File: src/rtl/apb3_bridge_pkg.sv
// Shared definitions for the APB3 slot bridge: FSM state encoding,
// error counter ceiling and the watchdog counter sizing helper.
package apb3_bridge_pkg;

  typedef enum logic [1:0] {
    IDLE,
    SETUP,
    ACCESS,
    RESP
  } state_t;

  localparam logic [7:0] ERR_COUNT_MAX = 8'hFF;

  // Bits needed to hold the values 0..cycles; never less than one bit.
  function automatic int unsigned ctr_width(input int unsigned cycles);
    return (cycles < 2) ? 1 : $clog2(cycles + 1);
  endfunction

endpackage

File: src/rtl/apb3_slot_bridge_if.sv
// APB3 bundle seen by the bridge: the MSS master-side port plus the
// fanned-out fabric slave-side port with flattened per-slot return paths.
interface apb3_slot_bridge_if #(
  parameter int unsigned NUM_SLOTS  = 4,
  parameter int unsigned DATA_WIDTH = 32,
  parameter int unsigned ADDR_WIDTH = 20,
  parameter int unsigned SLOT_SHIFT = 8
);

  // MSS master side
  logic                            PSEL;
  logic                            PENABLE;
  logic                            PWRITE;
  logic [ADDR_WIDTH-1:0]           PADDR;
  logic [DATA_WIDTH-1:0]           PWDATA;
  logic [DATA_WIDTH-1:0]           PRDATA;
  logic                            PREADY;
  logic                            PSLVERR;

  // Fabric slave side
  logic [NUM_SLOTS-1:0]            PSELS;
  logic                            PENABLES;
  logic                            PWRITES;
  logic [SLOT_SHIFT-1:0]           PADDRS;
  logic [DATA_WIDTH-1:0]           PWDATAS;
  logic [NUM_SLOTS*DATA_WIDTH-1:0] PRDATAS;
  logic [NUM_SLOTS-1:0]            PREADYS;
  logic [NUM_SLOTS-1:0]            PSLVERRS;

  // View of the bridge: APB slave toward the MSS, master toward the slots.
  modport slave (
    input  PSEL, PENABLE, PWRITE, PADDR, PWDATA,
    output PRDATA, PREADY, PSLVERR,
    output PSELS, PENABLES, PWRITES, PADDRS, PWDATAS,
    input  PRDATAS, PREADYS, PSLVERRS
  );

  // View of the surrounding system: MSS master plus the fabric slaves.
  modport master (
    output PSEL, PENABLE, PWRITE, PADDR, PWDATA,
    input  PRDATA, PREADY, PSLVERR,
    input  PSELS, PENABLES, PWRITES, PADDRS, PWDATAS,
    output PRDATAS, PREADYS, PSLVERRS
  );

endinterface

File: src/rtl/apb3_timeout_ctr.sv
// Access-phase watchdog. clear loads 1 so the first access cycle reads 1;
// enable counts further access cycles; expire flags the limit cycle.
// A TIMEOUT_CYCLES of 0 disables expiry entirely.
module apb3_timeout_ctr #(
  parameter int unsigned TIMEOUT_CYCLES = 255
) (
  input  logic clk,
  input  logic rst,
  input  logic clear,
  input  logic enable,
  output logic expire
);
  import apb3_bridge_pkg::*;

  localparam int unsigned W     = ctr_width(TIMEOUT_CYCLES);
  localparam logic [W-1:0] LIMIT = W'(TIMEOUT_CYCLES);

  logic [W-1:0] count;

  // Count access cycles, holding at the limit so the value never wraps.
  always_ff @(posedge clk or posedge rst) begin
    if (rst) begin
      count <= '0;
    end else if (clear) begin
      count <= W'(1);
    end else if (enable && (count != LIMIT)) begin
      count <= count + W'(1);
    end
  end

  assign expire = (TIMEOUT_CYCLES != 0) && enable && (count == LIMIT);

endmodule

File: src/rtl/apb3_slot_bridge.sv
// APB3 fabric bridge: registers each MSS transfer, decodes the slot field
// of PADDR and replays the transfer to one fabric slave, with a timeout
// watchdog, unmapped-slot errors, sticky error status and masked
// interrupt aggregation toward FABINT.
module apb3_slot_bridge #(
  parameter int unsigned         NUM_SLOTS      = 4,
  parameter int unsigned         DATA_WIDTH     = 32,
  parameter int unsigned         ADDR_WIDTH     = 20,
  parameter int unsigned         SLOT_SHIFT     = 8,
  parameter int unsigned         SLOT_BITS      = 4,
  parameter logic [NUM_SLOTS-1:0] SLOT_ENABLE   = '1,
  parameter logic [NUM_SLOTS-1:0] INT_MASK      = '1,
  parameter int unsigned         TIMEOUT_CYCLES = 255
) (
  input  logic                 PCLK,
  input  logic                 PRESET,
  apb3_slot_bridge_if.slave    bus,
  input  logic [NUM_SLOTS-1:0] FABINTS,
  output logic                 FABINT,
  output logic [7:0]           ERR_COUNT,
  output logic [SLOT_BITS-1:0] ERR_SLOT,
  output logic                 ERR_TIMEOUT
);
  import apb3_bridge_pkg::*;

  state_t                state;
  logic [SLOT_BITS-1:0]  slot;
  logic [SLOT_BITS-1:0]  idx;
  logic [SLOT_BITS-1:0]  err_slot_src;
  logic                  mapped;
  logic                  slot_ready;
  logic                  slot_err;
  logic [DATA_WIDTH-1:0] slot_rdata;
  logic                  err_hit;
  logic                  err_tmo_hit;
  logic                  tmo_expire;
  logic                  unused_addr;

  // Slot index field of the incoming address; bits above it are don't-care.
  assign idx         = bus.PADDR[SLOT_SHIFT +: SLOT_BITS];
  assign unused_addr = ^bus.PADDR;

  // Decode whether the incoming slot is populated, and mux the return
  // path of the captured slot. Loop compares avoid out-of-range indexing
  // when the slot field can name more slots than exist.
  always_comb begin
    mapped     = 1'b0;
    slot_ready = 1'b0;
    slot_err   = 1'b0;
    slot_rdata = '0;
    for (int unsigned k = 0; k < NUM_SLOTS; k++) begin
      if ((idx == SLOT_BITS'(k)) && SLOT_ENABLE[k]) begin
        mapped = 1'b1;
      end
      if (slot == SLOT_BITS'(k)) begin
        slot_ready = bus.PREADYS[k];
        slot_err   = bus.PSLVERRS[k];
        slot_rdata = bus.PRDATAS[k*DATA_WIDTH +: DATA_WIDTH];
      end
    end
  end

  // Identify an erroring transition into RESP this cycle and its cause.
  always_comb begin
    err_hit      = 1'b0;
    err_tmo_hit  = 1'b0;
    err_slot_src = idx;
    case (state)
      IDLE: begin
        err_hit = bus.PSEL && !bus.PENABLE && !mapped;
      end
      ACCESS: begin
        err_slot_src = slot;
        if (slot_ready) begin
          err_hit = slot_err;
        end else if (tmo_expire) begin
          err_hit     = 1'b1;
          err_tmo_hit = 1'b1;
        end
      end
      default: begin
      end
    endcase
  end

  apb3_timeout_ctr #(
    .TIMEOUT_CYCLES(TIMEOUT_CYCLES)
  ) u_timeout (
    .clk   (PCLK),
    .rst   (PRESET),
    .clear (state == SETUP),
    .enable(state == ACCESS),
    .expire(tmo_expire)
  );

  // Transfer FSM with registered master- and slave-side outputs. Response
  // signals toward the master are qualified by PSEL at the moment RESP is
  // entered, so an aborted master sees no PREADY.
  always_ff @(posedge PCLK or posedge PRESET) begin
    if (PRESET) begin
      state        <= IDLE;
      slot         <= '0;
      bus.PREADY   <= 1'b0;
      bus.PSLVERR  <= 1'b0;
      bus.PRDATA   <= '0;
      bus.PSELS    <= '0;
      bus.PENABLES <= 1'b0;
      bus.PWRITES  <= 1'b0;
      bus.PADDRS   <= '0;
      bus.PWDATAS  <= '0;
    end else begin
      case (state)
        IDLE: begin
          if (bus.PSEL && !bus.PENABLE) begin
            slot        <= idx;
            bus.PWRITES <= bus.PWRITE;
            bus.PADDRS  <= bus.PADDR[SLOT_SHIFT-1:0];
            bus.PWDATAS <= bus.PWDATA;
            if (mapped) begin
              state     <= SETUP;
              bus.PSELS <= NUM_SLOTS'(1) << idx;
            end else begin
              state       <= RESP;
              bus.PREADY  <= 1'b1;
              bus.PSLVERR <= 1'b1;
            end
          end
        end
        SETUP: begin
          state        <= ACCESS;
          bus.PENABLES <= 1'b1;
        end
        ACCESS: begin
          if (slot_ready || tmo_expire) begin
            state        <= RESP;
            bus.PSELS    <= '0;
            bus.PENABLES <= 1'b0;
            bus.PREADY   <= bus.PSEL;
            bus.PSLVERR  <= bus.PSEL && err_hit;
            bus.PRDATA   <= (bus.PSEL && slot_ready && !slot_err && !bus.PWRITES)
                            ? slot_rdata : '0;
          end
        end
        RESP: begin
          state       <= IDLE;
          bus.PREADY  <= 1'b0;
          bus.PSLVERR <= 1'b0;
          bus.PRDATA  <= '0;
        end
        default: begin
          state <= IDLE;
        end
      endcase
    end
  end

  // Sticky error status, updated as an erroring transfer enters RESP.
  always_ff @(posedge PCLK or posedge PRESET) begin
    if (PRESET) begin
      ERR_COUNT   <= '0;
      ERR_SLOT    <= '0;
      ERR_TIMEOUT <= 1'b0;
    end else if (err_hit) begin
      if (ERR_COUNT != ERR_COUNT_MAX) begin
        ERR_COUNT <= ERR_COUNT + 8'd1;
      end
      ERR_SLOT    <= err_slot_src;
      ERR_TIMEOUT <= err_tmo_hit;
    end
  end

  // Masked interrupt aggregation, one register stage, independent of FSM.
  always_ff @(posedge PCLK or posedge PRESET) begin
    if (PRESET) begin
      FABINT <= 1'b0;
    end else begin
      FABINT <= |(FABINTS & INT_MASK);
    end
  end

endmodule

File: src/flat_wrapper.sv
// flat-port wrapper written by rule: the top's interface ports become plain ports
module apb3_slot_bridge_flat import apb3_bridge_pkg::*;
#(
  parameter int unsigned         NUM_SLOTS      = 4,
  parameter int unsigned         DATA_WIDTH     = 32,
  parameter int unsigned         ADDR_WIDTH     = 20,
  parameter int unsigned         SLOT_SHIFT     = 8,
  parameter int unsigned         SLOT_BITS      = 4,
  parameter logic [NUM_SLOTS-1:0] SLOT_ENABLE   = '1,
  parameter logic [NUM_SLOTS-1:0] INT_MASK      = '1,
  parameter int unsigned         TIMEOUT_CYCLES = 255
)
  (PCLK, PRESET, FABINTS, FABINT, ERR_COUNT, ERR_SLOT, ERR_TIMEOUT, bus_PSEL, bus_PENABLE, bus_PWRITE, bus_PADDR, bus_PWDATA, bus_PRDATA, bus_PREADY, bus_PSLVERR, bus_PSELS, bus_PENABLES, bus_PWRITES, bus_PADDRS, bus_PWDATAS, bus_PRDATAS, bus_PREADYS, bus_PSLVERRS);
  apb3_slot_bridge_if #(.NUM_SLOTS(NUM_SLOTS), .DATA_WIDTH(DATA_WIDTH), .ADDR_WIDTH(ADDR_WIDTH), .SLOT_SHIFT(SLOT_SHIFT)) bus_i ();
  input  logic PCLK;
  input  logic PRESET;
  input  logic [NUM_SLOTS-1:0] FABINTS;
  output logic FABINT;
  output logic [7:0] ERR_COUNT;
  output logic [SLOT_BITS-1:0] ERR_SLOT;
  output logic ERR_TIMEOUT;
  input wire logic [$bits(bus_i.PSEL)-1:0] bus_PSEL;
  input wire logic [$bits(bus_i.PENABLE)-1:0] bus_PENABLE;
  input wire logic [$bits(bus_i.PWRITE)-1:0] bus_PWRITE;
  input wire logic [$bits(bus_i.PADDR)-1:0] bus_PADDR;
  input wire logic [$bits(bus_i.PWDATA)-1:0] bus_PWDATA;
  output wire logic [$bits(bus_i.PRDATA)-1:0] bus_PRDATA;
  output wire logic [$bits(bus_i.PREADY)-1:0] bus_PREADY;
  output wire logic [$bits(bus_i.PSLVERR)-1:0] bus_PSLVERR;
  output wire logic [$bits(bus_i.PSELS)-1:0] bus_PSELS;
  output wire logic [$bits(bus_i.PENABLES)-1:0] bus_PENABLES;
  output wire logic [$bits(bus_i.PWRITES)-1:0] bus_PWRITES;
  output wire logic [$bits(bus_i.PADDRS)-1:0] bus_PADDRS;
  output wire logic [$bits(bus_i.PWDATAS)-1:0] bus_PWDATAS;
  input wire logic [$bits(bus_i.PRDATAS)-1:0] bus_PRDATAS;
  input wire logic [$bits(bus_i.PREADYS)-1:0] bus_PREADYS;
  input wire logic [$bits(bus_i.PSLVERRS)-1:0] bus_PSLVERRS;
  assign bus_i.PSEL = bus_PSEL;
  assign bus_i.PENABLE = bus_PENABLE;
  assign bus_i.PWRITE = bus_PWRITE;
  assign bus_i.PADDR = bus_PADDR;
  assign bus_i.PWDATA = bus_PWDATA;
  assign bus_PRDATA = bus_i.PRDATA;
  assign bus_PREADY = bus_i.PREADY;
  assign bus_PSLVERR = bus_i.PSLVERR;
  assign bus_PSELS = bus_i.PSELS;
  assign bus_PENABLES = bus_i.PENABLES;
  assign bus_PWRITES = bus_i.PWRITES;
  assign bus_PADDRS = bus_i.PADDRS;
  assign bus_PWDATAS = bus_i.PWDATAS;
  assign bus_i.PRDATAS = bus_PRDATAS;
  assign bus_i.PREADYS = bus_PREADYS;
  assign bus_i.PSLVERRS = bus_PSLVERRS;
  apb3_slot_bridge #(.NUM_SLOTS(NUM_SLOTS), .DATA_WIDTH(DATA_WIDTH), .ADDR_WIDTH(ADDR_WIDTH), .SLOT_SHIFT(SLOT_SHIFT), .SLOT_BITS(SLOT_BITS), .SLOT_ENABLE(SLOT_ENABLE), .INT_MASK(INT_MASK), .TIMEOUT_CYCLES(TIMEOUT_CYCLES)) u_core (.PCLK(PCLK), .PRESET(PRESET), .bus(bus_i), .FABINTS(FABINTS), .FABINT(FABINT), .ERR_COUNT(ERR_COUNT), .ERR_SLOT(ERR_SLOT), .ERR_TIMEOUT(ERR_TIMEOUT));
endmodule
File: config.mk
export PLATFORM = sky130hd
export DESIGN_NAME = apb3_slot_bridge_flat
export DESIGN_NICKNAME = d
export VERILOG_FILES = /design/src/rtl/apb3_bridge_pkg.sv /design/src/rtl/apb3_slot_bridge_if.sv /design/src/rtl/apb3_timeout_ctr.sv /design/src/rtl/apb3_slot_bridge.sv /design/src/flat_wrapper.sv
export SDC_FILE = /design/constraint.sdc
export NUM_CORES = 1
export LEC_CHECK = 0
export CAP_MARGIN = 0
export CORE_UTILIZATION = 36
export CTS_BUF_LIST = sky130_fd_sc_hd__clkbuf_4 sky130_fd_sc_hd__clkbuf_8 sky130_fd_sc_hd__clkbuf_16
export DETAILED_ROUTE_END_ITERATION = 10
export PLACE_DENSITY = 0.78
export SYNTH_ARGS = -nofsm -noshare
export SYNTH_HDL_FRONTEND = slang
export SYNTH_SLANG_ARGS = --single-unit
File: constraint.sdc
create_clock -name PCLK -period 3.9 [get_ports PCLK]
set_clock_uncertainty 0.2 [all_clocks]
set_input_delay 0.975 -clock PCLK [delete_from_list [all_inputs] [get_ports PCLK]]
set_output_delay 0.975 -clock PCLK [all_outputs]
set_load 0.03 [all_outputs]
## Yosys cells after proc, flatten, opt, wreduce, memory -nomap -nowiden

Cells that the tools add are included.

- Add/subtract/negate cells: 2
- Eq/ne operators: 16
- Shift operators: 1
- Mux-type cells: 43
- Reductions and logical operators: 29

Operators with widths:

| cell | number |
|---|---|
| two-way mux 32 bit | 6 |
| case mux 32 bit (2 select lines) | 1 |
| two-way mux 1 bit | 21 |
| adder 8 x 1 -> 8 bit, second input constant | 2 |
| equality test 4 x 2 -> 1 bit, second input constant | 4 |
| two-way mux 4 bit | 4 |
| two-way mux 8 bit | 2 |
| inequality test 8 bit, second input constant | 2 |
| AND reduction 2 bit | 5 |
| equality test 4 x 1 -> 1 bit, second input constant | 2 |
| equality test 8 bit, second input constant | 1 |
| logical AND 1 bit | 8 |
| zero test 4 bit | 2 |
| case mux 2 bit (4 select lines) | 1 |
| case mux 4 bit (2 select lines) | 1 |
| AND reduction 4 bit | 2 |
| nonzero test 2 bit | 4 |
| two-way mux 2 bit | 3 |
| inequality test 2 x 1 -> 1 bit, second input constant | 3 |
| case mux 1 bit (3 select lines) | 2 |
| equality test 2 bit, second input constant | 2 |
| zero test 1 bit | 4 |
| case mux 1 bit (2 select lines) | 2 |
| OR reduction 4 bit | 1 |
| other kinds (6) | 6 |

- Bits in registers: 108
- Logic and storage cells: 106

## Depth between registers and ports, before layout

Gate-level depths: netlist of the first run.

- Depth after elaboration: 11
- Gate-level depth with buffers: 11
- Gate-level depth less buffers: 7

## Hierarchy

From an unflattened synthesis of the first run, not the netlist that was laid out.

- Cells, all modules: 455
- Area total of the unflattened synthesis: 5307.6 um2

By module, submodules not included:

| module | instances | cells each | area each (um2) |
|---|---|---|---|
| apb3_slot_bridge | 1 | 406 | 4822.1 |
| apb3_timeout_ctr | 1 | 49 | 485.5 |

## Worst setup path after synthesis of the first run

No wires, ideal clock.

- Kind: input to register
- Start: in bus_PREADYS[1]
- End: reg u_core.ERR_COUNT[1]
- Library setup time: 0.128 ns
- Data arrival time: 2.331 ns
- Path slack: 1.241 ns
- Stages on the path: 7
- Cell sequence: mux2i_1 o22ai_4 or2_1 a31o_1 buf_2 nand2_1 mux2_1

- Longest elaborated chain between the ends: 6

Ends and longest elaborated chain:

| item | line | text |
|---|---|---|
| start, declared | flat_wrapper.sv:36 | `input wire logic [$bits(bus_i.PREADYS)-1:0] bus_PREADYS;` |
| two-way mux 1 bit (3 in series) | apb3_slot_bridge.sv:55 | `if (slot == SLOT_BITS'(k)) begin` |
| two-way mux 1 bit | apb3_slot_bridge.sv:74 | `if (slot_ready) begin` |
| case mux 1 bit (2 select lines) | apb3_slot_bridge.sv:68 | `case (state)` |
| AND reduction 2 bit (no line) | -- |  |
| end signal, assigned | apb3_slot_bridge.sv:165 | `ERR_COUNT <= ERR_COUNT + 8'd1;` |
| end, declared | apb3_slot_bridge.sv:20 | `output logic [7:0] ERR_COUNT,` |

Every way passes these cells.
A chain may end at the register's enable or synchronous reset.

## Worst setup path after layout of the first run

- Start: reg u_core.slot[1]
- End: reg u_core.ERR_COUNT[1]

- Longest elaborated chain between the ends: 8

Ends and longest elaborated chain:

| item | line | text |
|---|---|---|
| start, declared | apb3_slot_bridge.sv:27 | `logic [SLOT_BITS-1:0] slot;` |
| start signal, assigned | apb3_slot_bridge.sv:115 | `slot <= idx;` |
| zero test 4 bit | apb3_slot_bridge.sv:55 |  |
| two-way mux 1 bit (4 in series) | apb3_slot_bridge.sv:55 |  |
| two-way mux 1 bit (*) | apb3_slot_bridge.sv:74 |  |
| case mux 1 bit (2 select lines) (*) | apb3_slot_bridge.sv:68 |  |
| AND reduction 2 bit (no line) (*) | -- |  |

Mark *: on every way between the ends. The rest lies on a longest branch, timed or not.

==> results of run 1 <==
registers in the layout, summed over array words and instances (netlist names):
signal	flops
u_core.ERR_COUNT	8
u_core.ERR_SLOT	4
u_core.ERR_TIMEOUT	1
u_core.FABINT	1
u_core.bus.PADDRS	8
u_core.bus.PENABLES	1
u_core.bus.PRDATA	32
u_core.bus.PREADY	1
u_core.bus.PSELS	4
u_core.bus.PSLVERR	1
u_core.bus.PWDATAS	32
u_core.bus.PWRITES	1
u_core.slot	4
u_core.state	2
u_core.u_timeout.count	8
layout make-up:
class                      instances  area (um^2)
multi-input combinational        305         2510
tap                              184          230
fill                            1161         5880
timing repair buffer             292         2910
clock inverter                     3         46.3
antenna                            1         2.50
clock buffer                      12          254
sequential                       108         2700
inverter                          12         48.8
routing by layer:
layer / part of all wire [%] / routed length, um / global-route usage, %
met1: 37 / 6040 / 23.2
met2: 54 / 8880 / 40.0
met3: 6.4 / 1050 / 4.73
met4: 2.1 / 346 / 8.58
met5: 0 / 0 / 0
cells in the mapped netlist (all sizes together) (7+ instances only):
cell    instances
a21oi          10
buf            10
clkbuf         17
dfrtp         108
inv            12
mux2           50
mux2i           8
mux4           31
nand2          72
nand3          35
nor2           26
o21ai          11
xnor2           7
worst max-delay path: cells and delay by family, from the launching register on:
kind	cells	cell delay, ps
flops	1	900
compound gates	3	890
buf+inv	1	430
mux	1	340
simple gates	2	260
worst min-delay path by stage:
stage | startpoint | to | cells after the start
finish | u_core.bus.PRDATA[24] | u_core.bus.PRDATA[24] | 2
global route | u_core.bus.PRDATA[17] | u_core.bus.PRDATA[17] | 2
CTS | u_core.bus.PRDATA[17] | u_core.bus.PRDATA[17] | 2
detailed placement | u_core.bus.PRDATA[1] | u_core.bus.PRDATA[1] | 2
global placement | u_core.bus.PRDATA[1] | u_core.bus.PRDATA[1] | 2
floorplan | u_core.u_timeout.count[6] | u_core.u_timeout.count[6] | 2
power by group:
part	internal, mW	total [mW]	leakage, nW	switching [mW]
registers	1.48	1.81	1.37	0.327
clock network	0.529	0.931	0.146	0.401
logic	1.46	3.00	2.18	1.55
cells by family after synthesis:
logic type	Yosys count	synth area share, %
XOR/XNOR	12	1.95
AO/OA/AOI/OAI	34	4.27
adder cells (fa/ha/maj)	6	1.39
flip-flops	108	50.1
multiplexers	89	24.9
AND/OR/NAND/NOR	164	14.1
buffers and inverters	39	3.30
==> run_results.csv, run 1 <==
group,metric,value,unit
clock_network,htree_levels,3,
floorplanning,die_y,124,um
timing,post-route-period-util,81.1,%
route,detail-route-antenna-nets,0,
clock_network,postCtsSetupBuffers,0,
clock_network,cts_tree,"yes",
yosys,synth_edf_count,0,
timing,worst_slack,738,ps
placement,place.gp.congestion,0.803,
placement,placed_cells,901,
yosys,async_reset_ff_share,100,%
clock_network,numCtsBuffers,9,
yosys,syn_nets,655,
timing,tns,0,ps
timing,period_minus_slack,3160,ps
grt,gr-total-overflow,0,
yosys,netlist.area_leader.share,50.1,%
critical_path,required,3930,ps
clock_network,ctsHoldBuffers,0,
critical_path,critPathLaunch,"u_core.slot[1]",
final_layout,fin_area,0.00871,mm^2
floorplanning,die-area,0.0155,mm^2
clock_network,worstSkewPairLatency,350,ps
final_layout,final_cells,917,
power_and_ir_drop,ir_drop,0.406,mV
grt,antenna_found_initial,1,
clock_network,clk_path_buf_depth,2,
yosys,synth_area_leaders,"dfrtp_1, mux4_2, mux2_2, nand2_1, nand3_1",
placement,dp.final_hpwl,12800,um
critical_path,critPathKind,"flop to flop",
route,wl_per_cell,17.8,um
critical_path,crit_slowest_cell,"dfrtp_1",
floorplanning,rows,44,
yosys,synth_top_cell_by_area,"dfrtp_1",
critical_path,r2r_slack,740,ps
route,vias,4680,
final_layout,final_util,59.7,%
timing,slew_headroom,43.2,%
timing,setup_viol_count_final,0,
critical_path,reg2reg_from,"u_core.slot[1]",
route,wl,16300,um
yosys,synth_area,0.00539,mm^2
flow_run,cap_violations,0,
route,drt_iter0_markers,196,
critical_path,crit_fanout,22,
timing,hold_viol,0,
yosys,ys_seq_area_share,50.1,%
placement,place_ws,644,ps
final_layout,num-nets-final,931,
yosys,postSynthCellCount,452,
power_and_ir_drop,cellPowerDensity,660,mW/mm^2
floorplanning,initial_utilization,36.9,%
placement,postPlaceCellArea,0.00840,mm^2
yosys,avgSynthCellArea,11.9,um^2
timing,finalMaxSlewViolations,0,
final_layout,final_common_cell,"clkdlybuf4s50_1",
yosys,ys_types,49,
grt,grt_pass1_vias,4979,
power_and_ir_drop,p_leak,3.70,nW
floorplanning,pin_count,291,
final_layout,drive_gt1_share,15.6,%
yosys,ys_ff_latch,108,
critical_path,r2r-end,"u_core.ERR_COUNT[1]",
clock_network,cts_resized,0,
hold_path,hp-class,"flop to flop",
final_layout,final_cell_mix,"clkdlybuf4s50_1, dfrtp_1, nand2_1",
critical_path,crit_end,"u_core.ERR_COUNT[1]",
critical_path,critPathLaunchType,"flop",
route,firstDrtPassIters,6,
final_layout,area_growth_syn_to_layout,61.5,%
power_and_ir_drop,power,5.74,mW
grt,grt_first_pass_wirelength,26100,um
floorplanning,core,0.0146,mm^2
route,drc,0,
timing,grt_setup_unrepaired,"no",
timing,hold_slack,268,ps
yosys,yosys_warnings,0,
grt,grt_max_degree,46,
clock_network,clk_pin_slew,70,ps
clock_network,root_buffer,"clkbuf_16",
route,post_drt_via_cell_ratio,5.10,
grt,grt_use_total,21.4,%
clock_network,clock-sinks,108,
critical_path,critPathMaxStageDelay,900,ps
critical_path,end_kind,"flop",
critical_path,reg2regPathDepth,7,
floorplanning,die_x,124,um
timing,fmax,316,MHz
timing,worst_pin_slew,851,ps
status,status,"completed",
critical_path,arrival,3190,ps
critical_path,path_cells,"buf_4 > nor3_1 > a21o_1 > o211ai_2 > a31o_1 > nand2_1 > mux2_1",
yosys,synth_flop_cell,"dfrtp_1",
placement,numPortBuffers,282,
Note: power is estimated with default switching activity, not from simulation.
==> run 2: changes to the inputs <==
Clock period 3.9 ns to 2.7 ns, I/O delays scaled along.
==> run 2 against run 1 <==
  * Clock-buffer cell count shrank 1
  * Non-clock buffer count grew 13
  * Worst hold slack lost 2.9 ps
  * Utilization grew 0.77 points
  * First-iteration DRC count shrank 12%
  * Sequential share of layout area shrank 0.40 points
  * Die area is the same
  * Wire length grew 1.0%
  * Worst setup slack lost 450 ps
  * Total power grew 45%
  * Combinational power grew 53%
==> run_results.csv, run 2 (same netlist as run 1, synthesis figures left out) <==
group,metric,value,unit
placement,place.gp.congestion,0.795,
floorplanning,die-area,0.0155,mm^2
route,firstDrtPassIters,6,
clock_network,htree_levels,3,
floorplanning,pin_count,291,
placement,place_ws,-91.9,ps
floorplanning,die_x,124,um
route,drc,0,
grt,grt_pass1_vias,5253,
floorplanning,core,0.0146,mm^2
clock_network,worstSkewPairLatency,350,ps
critical_path,end_kind,"flop",
grt,gr-total-overflow,0,
floorplanning,rows,44,
clock_network,clock-sinks,108,
placement,postPlaceCellArea,0.00855,mm^2
critical_path,reg2reg_from,"u_core.slot[1]",
clock_network,ctsHoldBuffers,0,
clock_network,postCtsSetupBuffers,0,
timing,fmax,416,MHz
timing,worst_slack,293,ps
timing,grt_setup_unrepaired,"no",
route,detail-route-antenna-nets,0,
flow_run,cap_violations,0,
floorplanning,initial_utilization,36.9,%
clock_network,clk_pin_slew,70,ps
timing,setup_viol_count_final,0,
critical_path,path_cells,"clkdlybuf4s50_1 > mux2i_1 > buf_4 > o22ai_4 > o21ai_1 > or4b_1 > o21ai_1",
critical_path,path_common_cell,"o21ai_1",
final_layout,final_cell_mix,"clkdlybuf4s50_1, dfrtp_1, nand2_1",
status,status,"completed",
critical_path,critPathMaxStageDelay,650,ps
timing,post-route-period-util,89.1,%
floorplanning,die_y,124,um
critical_path,critPathKind,"input pin to flop",
final_layout,fin_area,0.00882,mm^2
route,drt_iter0_markers,173,
placement,numPortBuffers,282,
route,wl_per_cell,17.7,um
power_and_ir_drop,internal_power,5.02,mW
clock_network,cts_tree,"yes",
power_and_ir_drop,clkPwrFrac,14.7,%
final_layout,drive_gt1_share,16.9,%
final_layout,final_util,60.4,%
final_layout,area_growth_syn_to_layout,63.6,%
route,vias,4720,
clock_network,clk_path_buf_depth,2,
power_and_ir_drop,p_sw,3.31,mW
critical_path,cp_top_family,"simple AND/OR/NAND/NOR gates",
grt,grt_use_total,21.9,%
timing,hold_viol,0,
power_and_ir_drop,pwr-share-comb,55.1,%
grt,antenna_found_initial,1,
timing,tns,0,ps
power_and_ir_drop,ir_drop,0.644,mV
critical_path,critPathLaunch,"bus_PREADYS[1]",
timing,period_minus_slack,2410,ps
final_layout,final_cells,929,
placement,placed_cells,914,
grt,grt_max_degree,46,
critical_path,arrival,2480,ps
critical_path,crit_slowest_cell,"or4b_1",
final_layout,top_regs,"u_core.bus.PRDATA (32), u_core.bus.PWDATAS (32)",
critical_path,critPathLaunchType,"input pin",
placement,dp.final_hpwl,13000,um
final_layout,final_common_cell,"clkdlybuf4s50_1",
timing,slew_headroom,63.0,%
route,wl,16500,um
route,post_drt_via_cell_ratio,5.08,
final_layout,num-nets-final,944,
clock_network,cts_resized,0,
power_and_ir_drop,seq_power_share,30.2,%
grt,grt_first_pass_wirelength,26800,um
clock_network,numCtsBuffers,9,
power_and_ir_drop,cellPowerDensity,944,mW/mm^2
hold_path,hold_start,"u_core.bus.PRDATA[19]",
critical_path,required,2770,ps
power_and_ir_drop,p_leak,3.76,nW
hold_path,hp-class,"flop to flop",
critical_path,crit_fanout,4,
timing,worst_pin_slew,553,ps
clock_network,root_buffer,"clkbuf_16",
timing,finalMaxSlewViolations,0,
power_and_ir_drop,switching_share,39.7,%
critical_path,critical_path_buf_inv_count,2,
[run 2: final timing paths]
check / to / slack (ps) / cells after the start
worst min register to register: u_core.bus.PRDATA[19] / 270 / 2
worst max register to register: u_core.ERR_COUNT[7] / 360 / 8
min in group asynchronous: u_core.u_timeout.count[1] / 520 / 2
max in group asynchronous: u_core.state[0] / 1240 / 3
worst min-delay path: u_core.bus.PRDATA[19] / 270 / 2
worst max-delay path: u_core.bus.PRDATA[30] / 290 / 7
[run 2: metal layers]
layer | up-vias | track usage (%) | routed length, um
met5 | - | 0 | 0
met3 | 33 | 5.46 | 976
met2 | 183 | 40.3 | 8890
met1 | 2319 | 23.5 | 6180
li1 | 2185 | - | -
met4 | 0 | 9.28 | 446
[run 2: worst register-to-register path, stage by stage (launching register included)]
cell,delay (ps)
dfrtp_1,360
buf_4,430
nor3_1,130
a21o_1,190
o211ai_2,180
a31o_1,290
buf_4,200
nand4_1,100
xnor2_1,150
[run 2: final cells by class]
type / instances / area (um^2)
Inverter: 12 / 48.8
Multi-Input combinational cell: 305 / 2510
Antenna cell: 1 / 2.50
Clock inverter: 3 / 25.0
Timing Repair Buffer: 305 / 3060
Sequential cell: 108 / 2700
Clock buffer: 11 / 240
Fill cell: 1170 / 5770
Tap cell: 184 / 230
[run 2: power by group through the flow]
stage / Sequential [mW] / Clock, mW / Combinational (mW)
CTS: 2.51 / 1.26 / 4.64
global route: 2.59 / 1.32 / 4.89
detailed placement: 2.54 / 0 / 4.61
global placement: 2.49 / 0 / 4.54
floorplan: 3.37 / 0 / 1.95
finish: 2.51 / 1.23 / 4.59
[run 2: metrics by stage]
step	hold WS, ps	power, mW
final	265	8.32
after global routing	291	8.80
after CTS	270	8.41
after detailed placement	254	7.15
after global placement	253	7.03
after floorplan	305	5.31
